==> src/rtl/ram_sdp_sync_read.sv <==
// Simple-dual-port synchronous-read RAM: byte-lane writes, selectable
// read-during-write behaviour, optional output register and a post-reset clear engine.
module ram_sdp_sync_read #(
  parameter int AWIDTH   = 3,
  parameter int DWIDTH   = 32,
  parameter int OUT_REG  = 0,
  parameter int RDW_MODE = 0,
  parameter int CLEAR_EN = 1,
  parameter logic [DWIDTH-1:0] INIT_VAL = '0
) (
  input  logic                   clock,
  input  logic                   reset,
  input  logic                   wr_en,
  input  logic [AWIDTH-1:0]      wr_addr,
  input  logic [DWIDTH/8-1:0]    wr_be,
  input  logic [DWIDTH-1:0]      wr_data,
  input  logic                   rd_en,
  input  logic [AWIDTH-1:0]      rd_addr,
  output logic [DWIDTH-1:0]      rd_data,
  output logic                   rd_valid,
  output logic                   init_busy
);

  localparam int NBYTES = DWIDTH / 8;
  localparam int DEPTH  = 1 << AWIDTH;
  localparam logic [AWIDTH-1:0] LAST = AWIDTH'(DEPTH - 1);

  typedef enum logic {
    S_CLEAR,
    S_IDLE
  } state_e;

  localparam state_e RST_STATE = (CLEAR_EN != 0) ? S_CLEAR : S_IDLE;

  state_e state_q, state_d;
  logic [AWIDTH-1:0] cnt_q, cnt_d;

  logic [DWIDTH-1:0] mem [DEPTH];

  logic              idle;
  logic              wr_acc;
  logic              rd_acc;
  logic              same_addr;
  logic              mem_we;
  logic [AWIDTH-1:0] mem_waddr;
  logic [DWIDTH-1:0] mem_wdata;
  logic [DWIDTH-1:0] wr_merge;
  logic [DWIDTH-1:0] rd_word;

  logic              p0_valid_q, p0_valid_d;
  logic [DWIDTH-1:0] p0_data_q, p0_data_d;
  logic              p1_valid_q, p1_valid_d;
  logic [DWIDTH-1:0] p1_data_q, p1_data_d;
  logic              rd_valid_q, rd_valid_d;
  logic [DWIDTH-1:0] rd_data_q, rd_data_d;
  logic              tail_valid;
  logic [DWIDTH-1:0] tail_data;

  assign idle   = (state_q == S_IDLE);
  assign wr_acc = idle && wr_en;
  assign rd_acc = idle && rd_en;

  // Word as it will look after this edge's write: new lanes, old elsewhere.
  always_comb begin
    wr_merge = mem[wr_addr];
    for (int i = 0; i < NBYTES; i++) begin
      if (wr_be[i]) begin
        wr_merge[8*i +: 8] = wr_data[8*i +: 8];
      end
    end
  end

  always_comb begin
    state_d   = state_q;
    cnt_d     = cnt_q;
    mem_we    = 1'b0;
    mem_waddr = wr_addr;
    mem_wdata = wr_merge;
    unique case (state_q)
      S_CLEAR: begin
        mem_we    = !reset;
        mem_waddr = cnt_q;
        mem_wdata = INIT_VAL;
        cnt_d     = cnt_q + 1'b1;
        if (cnt_q == LAST) begin
          state_d = S_IDLE;
          cnt_d   = '0;
        end
      end
      S_IDLE: begin
        mem_we = wr_en && !reset;
      end
      default: begin
        state_d = S_IDLE;
      end
    endcase
  end

  always_comb begin
    same_addr = wr_acc && (wr_addr == rd_addr);
    rd_word   = mem[rd_addr];
    if ((RDW_MODE != 0) && same_addr) begin
      rd_word = wr_merge;
    end
  end

  // Data is captured on the accepting edge so old-data mode sees the pre-write word.
  always_comb begin
    p0_valid_d = rd_acc;
    p0_data_d  = rd_acc ? rd_word : p0_data_q;
    p1_valid_d = p0_valid_q;
    p1_data_d  = p0_valid_q ? p0_data_q : p1_data_q;
    tail_valid = (OUT_REG != 0) ? p1_valid_q : p0_valid_q;
    tail_data  = (OUT_REG != 0) ? p1_data_q : p0_data_q;
    rd_valid_d = tail_valid;
    rd_data_d  = tail_valid ? tail_data : rd_data_q;
  end

  always_ff @(posedge clock) begin
    if (mem_we) begin
      mem[mem_waddr] <= mem_wdata;
    end
  end

  always_ff @(posedge clock or posedge reset) begin
    if (reset) begin
      state_q    <= RST_STATE;
      cnt_q      <= '0;
      p0_valid_q <= 1'b0;
      p0_data_q  <= '0;
      p1_valid_q <= 1'b0;
      p1_data_q  <= '0;
      rd_valid_q <= 1'b0;
      rd_data_q  <= '0;
    end else begin
      state_q    <= state_d;
      cnt_q      <= cnt_d;
      p0_valid_q <= p0_valid_d;
      p0_data_q  <= p0_data_d;
      p1_valid_q <= p1_valid_d;
      p1_data_q  <= p1_data_d;
      rd_valid_q <= rd_valid_d;
      rd_data_q  <= rd_data_d;
    end
  end

  assign rd_data   = rd_data_q;
  assign rd_valid  = rd_valid_q;
  assign init_busy = (state_q == S_CLEAR);

endmodule

==> config.mk <==
export PLATFORM = sky130hd
export DESIGN_NAME = ram_sdp_sync_read
export DESIGN_NICKNAME = d
export VERILOG_FILES = /design/src/rtl/ram_sdp_sync_read.sv
export SDC_FILE = /design/constraint.sdc
export NUM_CORES = 1
export LEC_CHECK = 0
export ABC_CLOCK_PERIOD_IN_PS = 3900
export CAP_MARGIN = 20
export CORE_UTILIZATION = 55
export CTS_CLUSTER_SIZE = 24
export DETAILED_ROUTE_END_ITERATION = 8
export PLACE_DENSITY = 0.71
export SYNTH_ARGS = -nofsm -noshare
export SYNTH_HDL_FRONTEND = slang
export SYNTH_SLANG_ARGS = --single-unit
==> constraint.sdc <==
create_clock -name clock -period 3.9 [get_ports clock]
set_clock_uncertainty 0.1 [all_clocks]
set_input_delay 0.78 -clock clock [delete_from_list [all_inputs] [get_ports clock]]
set_output_delay 0.78 -clock clock [all_outputs]
set_load 0.02 [all_outputs]
Word-level counts from Yosys, hierarchy flattened --
Memories as Yosys holds them, arrays and structs flattened. A register that Yosys moved wholly into a read port is not among the register bits. Index checks and enable logic that the tools add are counted.
Word-level totals: bits of input ports 46, logic and storage cells 24, bits in read-only memories 0, output and inout port bits 34, latch bits 0, memories 1, RAM bits 256, flip-flop bits (word level) 38
Cells by class: add/sub/neg operators 1, div/mod/pow operators 0, multiply operators 0, equality and inequality tests 1, multiplexer cells 12, shifts and indexed selects 0, bitwise operators 1, reductions and logical operators 3, $lt $le $gt $ge 0
Memories:
- mem | words 8, width 32, rd ports 2, clocked after Yosys merged registers in 1, wr ports 1, RTL line 38 | logic [DWIDTH-1:0] mem [DEPTH];
Operators with widths (number):
- two-way mux 32 bit | 1
- two-way mux 8 bit | 4
- two-way mux 3 bit | 2
- two-way mux 1 bit | 4
- adder 3 x 1 -> 3 bit (second input constant) | 1
- equality test 3 bit (second input constant) | 1
- logical AND 1 bit | 2
- one-hot mux 1 bit (2 select lines) | 1
- zero test 1 bit | 1
- NOT 1 bit | 1

Logic depth before layout (Yosys ltp) --
Gate-level depths: netlist of run 1.
depth after elaboration 5, gate-level depth with buffers 5, gate-level depth less buffers 4

Worst setup path before layout of run 1 --
OpenSTA, ideal clock, no wires.
kind input port to flip-flop, from input port reset, to memory mem[3][0], enable pin, required time 3.379 ns, library setup time 0.421 ns, stages 3, slack -0.895 ns, buffers on the path 0, data arrival time 4.274 ns, cell sequence inv_1 -> o21ai_0 -> nor2_1
On the way: longest elaborated chain between the ends 5
RTL lines:
- start: declaration | RTL line 12 | input logic reset,
- zero test 1 bit (no line) *
- logical AND 1 bit | RTL line 91 | mem_we = wr_en && !reset;
- one-hot mux 1 bit (2 select lines) * | RTL line 79 | unique case (state_q)
- two-way mux 1 bit * | RTL line 120 | if (mem_we) begin
- two-way mux 1 bit (implied by the code) * | RTL line 121 | mem[mem_waddr] <= mem_wdata;
- end: declaration | RTL line 38
Every way passes the cells marked *; elsewhere a longest branch is shown, timed or not.

Worst setup path after layout of run 1 --
from register state_q (netlist: idle), to output port init_busy
On the way: longest elaborated chain between the ends 1
RTL lines:
- start: declaration | RTL line 35 | state_e state_q, state_d;
- start signal: assignment | RTL line 136 | state_q <= state_d;
- NOT 1 bit
- end: declaration | RTL line 21 | output logic init_busy
Every way passes these cells.

==> impl_metrics.py, run 1 <==
metrics = {
    "clock_tree": {
        "numCtsBuffers": 35,
        "htree_levels": 2,
        "cts_repair_resize_count": 0,
        "clkLatencyLatePin_ns": 0.51,
        "tritoncts": "yes",
        "clock-root-buffer": "clkbuf_16",
        "ctsHoldBuffers": 0,
        "path_clk_slew_ns": 0.06,
        "cts_setup_buffers": 0,
        "clkSinkCount": 326,
        "clock_path_buffers": 3,
    },
    "min_path": {
        "min_path_type": "reg -> reg",
        "whs_path_depth": 2,
        "holdPathEnd": "p0_data_q[10]$_DFFE_PP0P_",
        "hp-start": "p0_data_q[10]$_DFFE_PP0P_",
    },
    "final_layout": {
        "diodes": 0,
        "drive_above_1_share_pct": 30.9,
        "fillers": 1942,
        "nets": 1150,
        "area_growth_syn_to_layout_pct": 15.1,
    },
    "global_routing": {
        "grt_max_degree": 66,
        "antenna_found_initial": 0,
        "grt_pass1_vias": 9499,
        "grt_first_pass_wirelength_mm": 56.0,
        "grt.overflow.total": 0,
        "track_usage_pct": 26.7,
    },
    "synthesis": {
        "syn_avg_cell_area_sq_um": 14.8,
        "synth-xor-area-share_pct": 0,
        "synth_cell_types": 30,
        "synthArstFlopShare_pct": 21.5,
        "synth_top_area_share_pct": 50.9,
        "synth_fp_nets": 1070,
        "synth-seq-area-share_pct": 62.5,
        "synth_edf_count": 256,
        "synth_top_family_by_area": "multiplexers",
        "netlist_instances": 1022,
        "synthTopCellsByArea": "edfxtp_1, mux2_2, dfrtp_1, mux2i_1, o31ai_2",
        "ys_warn_count": 0,
        "synth_compound_gate_area_share_pct": 10.9,
        "yosys.area_share.simple_pct": 2.40,
        "synthAdderAreaFrac_pct": 0.166,
        "synth_top_area_cell": "edfxtp_1",
        "syn_area_sq_um": 15100,
        "synth_mux_area_share_pct": 21.1,
        "synth_ff_type": "edfxtp_1",
        "synth-seq-cells": 326,
    },
    "routing": {
        "avgRoutedWirePerCell_um": 25.2,
        "drc": 0,
        "viasPerCell": 6.36,
        "vias": 9342,
        "drt_pass1_iterations": 5,
        "ant_nets": 0,
        "first_iter_violations": 767,
        "routed_wl_mm": 37.0,
    },
    "worst_setup_path": {
        "reg2reg_setup_slack_ns": 1.41,
        "worstPathArrival_ns": 1.92,
        "max_stage_delay_ns": 0.75,
        "crit_type": "reg -> out",
        "ff2ff_path_depth": 5,
        "critPathSlowestCell": "dfrtp_2",
        "path_cells": "inv_1, clkdlybuf4s50_1",
        "worstReg2RegEnd": "mem[1][29]$_DFFE_PP_",
        "crit_family": "flip-flops",
        "endpoint_kind": "primary output",
        "startpoint_type": "flop",
        "crit_buf_inv": 2,
        "required_ns": 3.02,
        "cp_max_fo": 32,
        "r2r_start": "idle$_DFF_PP0_",
    },
    "pwr": {
        "irDropWorstVdd_v": 0.000230,
        "p_int_mw": 6.11,
        "p_leak_nw": 6.16,
        "p_seq_share_pct": 50.3,
        "share_comb_of_total_power_pct": 10.9,
        "p_sw_share_pct": 23.2,
        "power_frac_clock_pct": 38.8,
        "p_sw_mw": 1.84,
        "powerDensity_nw_per_um2": 458,
    },
    "place": {
        "hpwlAfterDp_mm": 21.2,
        "pre_cts_ws_ns": 0.630,
        "finalWeightedCongestion": 0.792,
        "port_buffers": 79,
    },
    "timing": {
        "layout_min_cycle_time_ns": 2.80,
        "max_freq_mhz": 357,
        "fin_ws_ns": 1.10,
        "hold_viol_final": 0,
        "worst_pin_slew_ns": 1.00,
        "slew_headroom_pct": 33.1,
        "slew_violations": 0,
        "rsz0062_at_grt": "false",
        "min_period_over_period_pct": 71.7,
        "tns_ns": 0,
        "setup_violations": 0,
    },
    "die": {
        "die_w_um": 168,
        "initial_utilization_pct": 56.0,
        "die_area_sq_um": 28100,
        "core_sq_um": 27000,
        "io_pins": 80,
        "std_cell_rows": 60,
        "die_y_um": 168,
    },
    "outcome": {
        "status": "complete, no violations",
    },
    "job": {
        "cap_violations": 0,
    },
}
registers in the layout (all words and copies together) (netlist names):
| name | flops |
|---|---|
| p0_data_q | 32 |
| cnt_q | 3 |
| rd_valid | 1 |
| mem | 256 |
| idle | 1 |
| p0_valid_q | 1 |
| rd_data | 32 |
placed cells by master, fill, tap and decap left out, types with 2 or more instances in the layout:
cell	synthesis	layout
nor2b_2	0	3
inv_1	8	7
a21oi_1	32	32
a22o_1	32	32
a31oi_1	32	32
nor2_1	12	2
clkinv_1	0	4
nand2_1	67	66
ha_1	2	2
a22oi_1	36	36
mux2_1	8	8
clkinv_2	0	6
clkbuf_1	36	12
edfxtp_1	256	256
buf_12	0	2
clkbuf_8	0	3
nor2_4	0	8
nor2_2	0	2
o31ai_1	9	9
mux2_2	218	218
clkbuf_16	0	37
o21ai_0	34	34
nor2b_1	5	2
dfrtp_1	70	68
mux2i_1	64	64
clkdlybuf4s50_1	0	77
o22ai_1	32	32
dfrtp_2	0	2
o31ai_2	23	23
buf_4	19	38
power by group through the flow:
stage,sequential (mW),combinational [mW],clock (mW)
after floorplan,4.11,0.483,0
after global placement,4.06,0.856,0
after detailed placement,4.07,0.868,0
after CTS,4.00,0.871,3.14
after global routing,4.01,0.927,3.26
final,4.00,0.871,3.09
cell families (layout without fill, tap and decap cells):
family | count (synthesis) | after routing
DFF | 326 | 326
muxes | 290 | 290
AOI/OAI and AO/OA | 231 | 231
and+or+nand+nor | 89 | 89
buffers and inverters | 84 | 190
adders and majority gates | 2 | 2
synthesized netlist by cell type, types with 9 or more instances:
master	number
o31ai_2	23
nor2_1	12
buf_4	19
nand2_1	67
clkbuf_1	36
buf_2	12
a21oi_1	32
o31ai_1	9
dfrtp_1	70
edfxtp_1	256
a22oi_1	36
a31oi_1	32
o21ai_0	34
mux2i_1	64
a22o_1	32
o22ai_1	32
mux2_2	218
routing by layer:
layer  track usage, %  up-vias  wire (um)
met5                0        -          0
met4             6.54        0        616
met3             5.15       61       2730
met2             42.8      392      17500
met1             37.5     4730      16100
li1                 -     4159          -
worst reg2reg max path: cells and delay by family, from the launching register on:
family	cells	cell delay, ns
flip-flops	1	0.75
AO/OA/AOI/OAI	1	0.61
buffers and inverters	2	0.57
AND/OR/NAND/NOR	2	0.15
worst max-delay path by stage:
stage              startpoint              endpoint  slack [ns]  depth (start not counted)
6_report       idle$_DFF_PP0_             init_busy        1.10                          2
3_5_place_dp       wr_addr[2]  mem[7][31]$_DFFE_PP_        0.63                          5
5_1_grt        idle$_DFF_PP0_             init_busy        0.98                          2
3_3_place_gp       wr_addr[2]   mem[5][6]$_DFFE_PP_        0.69                          6
4_1_cts        idle$_DFF_PP0_             init_busy        1.07                          2
2_1_floorplan           reset   mem[1][0]$_DFFE_PP_        0.41                          3
metrics by stage:
stage / hold slack (ns) / utilization (%) / power [mW] / instances / area (sq um)
after floorplan: 0.252 / - / 4.60 / 1022 / 15100
after global placement: 0.364 / 60.5 / 4.92 / 1405 / 16300
after detailed placement: 0.367 / 60.5 / 4.94 / 1405 / 16300
after CTS: 0.382 / 64.4 / 8.01 / 1468 / 17400
after global routing: 0.402 / 64.5 / 8.19 / 1469 / 17400
final: 0.378 / 64.5 / 7.95 / 1469 / 17400
layout make-up:
class,instances,area (sq um),area share [%]
Clock inverter,11,53.8,0.310
Inverter,8,33.8,0.194
Multi-Input combinational cell,612,5290,30.5
Sequential cell,326,9440,54.3
Tap cell,341,427,2.46
Timing Repair Buffer,119,1110,6.40
Clock buffer,52,1010,5.83
(Power assumes the default switching activity.)
==> run 2: changes to the inputs <==
Settings changed: ABC_CLOCK_PERIOD_IN_PS 3900 to 2240, CORE_UTILIZATION 55 to 54, PLACE_DENSITY 0.71 to 0.73.
Clock period 3.9 ns to 2.24 ns, I/O delays scaled along.
==> impl_metrics.py, run 2 (same netlist as run 1, synthesis figures left out) <==
metrics = {
    "outcome": {
        "status": "complete, no violations",
    },
    "clock_tree": {
        "htree_levels": 2,
        "numCtsBuffers": 36,
        "clock-root-buffer": "clkbuf_16",
        "ctsHoldBuffers": 0,
        "cts_repair_resize_count": 2,
        "clock_path_buffers": 3,
        "clkLatencyLatePin_ns": 0.51,
        "cts_setup_buffers": 0,
        "clkSinkCount": 326,
        "tritoncts": "yes",
        "path_clk_slew_ns": 0.06,
    },
    "min_path": {
        "min_path_type": "reg -> reg",
        "hp-start": "p0_data_q[23]$_DFFE_PP0P_",
        "holdPathEnd": "p0_data_q[23]$_DFFE_PP0P_",
        "whs_path_depth": 2,
    },
    "die": {
        "die_y_um": 169,
        "die_w_um": 169,
        "core_sq_um": 27200,
        "io_pins": 80,
        "initial_utilization_pct": 55.5,
        "die_area_sq_um": 28600,
        "std_cell_rows": 60,
    },
    "timing": {
        "max_freq_mhz": 484,
        "hold_viol_final": 0,
        "fin_ws_ns": 0.172,
        "rsz0062_at_grt": "false",
        "min_period_over_period_pct": 92.3,
        "worst_pin_slew_ns": 0.537,
        "layout_min_cycle_time_ns": 2.07,
        "slew_violations": 0,
        "setup_violations": 0,
        "slew_headroom_pct": 64.0,
    },
    "pwr": {
        "p_seq_share_pct": 49.2,
        "irDropWorstVdd_v": 0.000702,
        "p_leak_nw": 6.61,
        "share_comb_of_total_power_pct": 12.1,
        "p_sw_mw": 3.27,
        "powerDensity_nw_per_um2": 770,
        "power_frac_clock_pct": 38.7,
        "p_sw_share_pct": 23.2,
        "p_int_mw": 10.9,
    },
    "worst_setup_path": {
        "crit_buf_inv": 2,
        "worstReg2RegEnd": "mem[0][19]$_DFFE_PP_",
        "worstPathArrival_ns": 1.52,
        "required_ns": 1.69,
        "endpoint_kind": "primary output",
        "path_cells": "inv_1, dlygate4sd2_1",
        "max_stage_delay_ns": 0.59,
        "ff2ff_path_depth": 5,
        "crit_type": "reg -> out",
        "startpoint_type": "flop",
        "crit_family": "flip-flops",
        "reg2reg_setup_slack_ns": 0.36,
        "critPathSlowestCell": "dfrtp_4",
        "cp_max_fo": 19,
        "r2r_start": "idle$_DFF_PP0_",
    },
    "final_layout": {
        "drive_above_1_share_pct": 34.8,
        "layout_common_cells": "edfxtp_1, mux2_2, buf_4",
        "diodes": 0,
        "area_growth_syn_to_layout_pct": 21.5,
        "ff_latch_area_sq_um": 9440,
        "largest_register_ffs": 256,
        "fillers": 1950,
        "stdcell_count": 1570,
        "multi_input_area_sq_um": 5320,
        "regMostFlops": "mem",
        "nets": 1220,
        "final_common_cell": "edfxtp_1",
        "fin_util_pct": 67.5,
    },
    "routing": {
        "first_iter_violations": 808,
        "viasPerCell": 6.11,
        "routed_wl_mm": 37.1,
        "drc": 0,
        "vias": 9588,
        "ant_nets": 0,
        "avgRoutedWirePerCell_um": 23.7,
        "drt_pass1_iterations": 5,
    },
    "global_routing": {
        "grt.overflow.total": 0,
        "track_usage_pct": 26.5,
        "grt_pass1_vias": 9840,
        "grt_first_pass_wirelength_mm": 57.0,
        "grt_max_degree": 60,
        "antenna_found_initial": 0,
    },
    "place": {
        "hpwlAfterDp_mm": 23.2,
        "finalWeightedCongestion": 0.795,
        "port_buffers": 79,
        "pre_cts_ws_ns": -0.158,
        "dp_cells": 1506,
    },
    "job": {
        "cap_violations": 0,
    },
}
## run 2: worst max-delay path by stage
stage | start | end | depth (start not counted)
6_report | idle$_DFF_PP0_ | init_busy | 2
5_1_grt | idle$_DFF_PP0_ | init_busy | 2
4_1_cts | idle$_DFF_PP0_ | init_busy | 2
3_5_place_dp | wr_addr[1] | mem[0][15]$_DFFE_PP_ | 7
3_3_place_gp | wr_addr[2] | mem[6][17]$_DFFE_PP_ | 6
2_1_floorplan | reset | mem[0][0]$_DFFE_PP_ | 3
## run 2: cell type report
cell class                      instances  share of cell area, %
Clock buffer                           59                   5.72
Clock inverter                          5                  0.143
Inverter                                8                  0.184
Multi-Input combinational cell        612                   29.0
Sequential cell                       326                   51.5
Tap cell                              372                   2.54
Timing Repair Buffer                  188                   10.9
## run 2: worst register-to-register path, cell delays in order, from the launching register on
cell and delay [ns]:
dfrtp_4 0.59, nor2_1 0.20, a22oi_1 0.09, buf_4 0.17, nor2_4 0.14, buf_12 0.27
## run 2: power by group through the flow
stage / combinational, mW / sequential [mW] / clock (mW)
final: 1.71 / 6.95 / 5.46
after global routing: 1.82 / 6.97 / 5.77
after CTS: 1.71 / 6.95 / 5.54
after detailed placement: 1.71 / 7.07 / 0
after global placement: 1.68 / 7.06 / 0
after floorplan: 0.850 / 7.16 / 0
## run 2: routing by layer
layer,vias to the layer above,track usage (%),routed length [um]
met5,-,0,0
met4,0,7.52,714
met3,67,4.34,2410
met1,4849,36.5,16000
li1,4300,-,-
met2,372,43.7,18000
## run 2: per-stage QoR
step	hold WS, ns	area, sq um	power (mW)	TNS, ns
global placement	0.361	17300	8.74	-27.10
CTS	0.379	18300	14.2	0
finish	0.378	18300	14.1	0
global route	0.403	18300	14.6	0
floorplan	0.252	15200	8.01	-74.62
detailed placement	0.366	17300	8.78	-42.28
==> run 3: changes to the inputs <==
Settings changed: CORE_ASPECT_RATIO set to 0.75, CORE_MARGIN set to 4.
==> impl_metrics.py, run 3 (same netlist as run 1, synthesis figures left out) <==
metrics = {
    "timing": {
        "worst_pin_slew_ns": 0.540,
        "fin_ws_ns": 0.186,
        "rsz0062_at_grt": "false",
        "max_freq_mhz": 487,
        "slew_violations": 0,
        "slew_headroom_pct": 63.6,
        "hold_ws_ns": 0.381,
        "min_period_over_period_pct": 91.7,
        "setup_violations": 0,
        "layout_min_cycle_time_ns": 2.05,
        "tns_ns": 0,
        "hold_viol_final": 0,
    },
    "final_layout": {
        "diodes": 0,
        "fillers": 1887,
        "area_growth_syn_to_layout_pct": 20.5,
        "final_common_cell": "edfxtp_1",
        "fin_util_pct": 66.7,
        "layout_common_cells": "edfxtp_1, mux2_2, buf_4",
        "nets": 1212,
        "regMostFlops": "mem",
        "largest_register_ffs": 256,
        "stdcell_count": 1541,
        "final_cell_area_sq_um": 18200,
        "drive_above_1_share_pct": 34.6,
    },
    "die": {
        "std_cell_rows": 52,
        "io_pins": 80,
        "core_sq_um": 27300,
        "initial_utilization_pct": 55.4,
        "die_area_sq_um": 30700,
        "die_w_um": 201,
        "die_y_um": 153,
    },
    "global_routing": {
        "antenna_found_initial": 1,
        "track_usage_pct": 25.2,
        "grt_first_pass_wirelength_mm": 59.7,
        "grt_pass1_vias": 9893,
        "grt_max_degree": 60,
        "grt.overflow.total": 0,
    },
    "outcome": {
        "status": "complete, no violations",
    },
    "worst_setup_path": {
        "crit_end": "rd_data[31]",
        "crit_cells": 1,
        "worstReg2RegEnd": "p0_data_q[25]$_DFFE_PP0P_",
        "ff2ff_path_depth": 5,
        "endpoint_kind": "primary output",
        "required_ns": 1.69,
        "r2r_start": "idle$_DFF_PP0_",
        "crit_type": "reg -> out",
        "worstPathArrival_ns": 1.51,
        "crit_buf_inv": 1,
        "cp_max_fo": 2,
        "startpoint_type": "flop",
        "crit_family": "buffers and inverters",
        "cp-startpoint": "rd_data[31]$_DFFE_PP0P_",
        "path_cells": "clkdlybuf4s50_1",
        "reg2reg_setup_slack_ns": 0.21,
        "critPathSlowestCell": "clkdlybuf4s50_1",
        "max_stage_delay_ns": 0.62,
    },
    "place": {
        "placed_area_sq_um": 17100,
        "finalWeightedCongestion": 0.799,
        "pre_cts_ws_ns": -0.122,
        "dp_cells": 1478,
        "hpwlAfterDp_mm": 23.7,
        "port_buffers": 79,
    },
    "clock_tree": {
        "ctsHoldBuffers": 0,
        "tritoncts": "yes",
        "clkSinkCount": 326,
        "numCtsBuffers": 34,
        "path_clk_slew_ns": 0.06,
        "clock_path_buffers": 3,
        "clkLatencyLatePin_ns": 0.52,
        "clock-root-buffer": "clkbuf_16",
        "htree_levels": 2,
    },
    "routing": {
        "first_iter_violations": 866,
        "viasPerCell": 6.27,
        "ant_nets": 0,
        "routed_wl_mm": 39.3,
        "drc": 0,
        "drt_pass1_iterations": 5,
        "vias": 9667,
        "avgRoutedWirePerCell_um": 25.5,
    },
    "pwr": {
        "irDropWorstVdd_v": 0.000548,
        "powerDensity_nw_per_um2": 773,
        "power.total_mw": 14.1,
        "p_leak_nw": 6.57,
    },
    "job": {
        "cap_violations": 0,
    },
    "min_path": {
        "min_path_type": "reg -> reg",
    },
}
-- run 3: how the worst min path moves through the flow --
stage | startpoint | slack, ns | cells after the start | endpoint
after floorplan | p0_valid_q$_DFF_PP0_ | 0.25 | 0 | rd_valid$_DFF_PP0_
after global placement | p0_data_q[8]$_DFFE_PP0P_ | 0.37 | 2 | p0_data_q[8]$_DFFE_PP0P_
after detailed placement | p0_data_q[21]$_DFFE_PP0P_ | 0.37 | 2 | p0_data_q[21]$_DFFE_PP0P_
after CTS | p0_data_q[21]$_DFFE_PP0P_ | 0.38 | 2 | p0_data_q[21]$_DFFE_PP0P_
after global routing | p0_data_q[21]$_DFFE_PP0P_ | 0.42 | 2 | p0_data_q[21]$_DFFE_PP0P_
final | p0_data_q[21]$_DFFE_PP0P_ | 0.38 | 2 | p0_data_q[21]$_DFFE_PP0P_
-- run 3: repair_timing --
| action | 4_1_cts | 5_1_grt |
|---|---|---|
| setup buffers | 1 | 0 |
| gates resized for setup | 1 | 1 |
| setup endpoints to repair | 1 | 1 |
| pin swaps | 0 | 0 |
-- run 3: metal layers --
metal / vias up / routed length, um / share of wire (%) / global-route usage, %
met1: 4877 / 17200 / 44 / 37.2
li1: 4293 / - / - / -
met2: 438 / 17900 / 46 / 39.4
met5: - / 13 / 0.033 / 0
met4: 2 / 643 / 1.6 / 4.55
met3: 57 / 3490 / 8.9 / 5.40
-- run 3: final cells by class --
type / count / area, sq um / area share [%]
Clock buffer: 47 / 941 / 5.17
Inverter: 8 / 33.8 / 0.186
Sequential cell: 326 / 9440 / 51.9
Multi-Input combinational cell: 612 / 5310 / 29.2
Clock inverter: 15 / 115 / 0.633
Timing Repair Buffer: 182 / 1900 / 10.5
Tap cell: 351 / 439 / 2.41
-- run 3: power breakdown --
group          internal [mW]  switching (mW)
clock network           3.07            2.31
logic                  0.815           0.907
registers               6.83           0.124
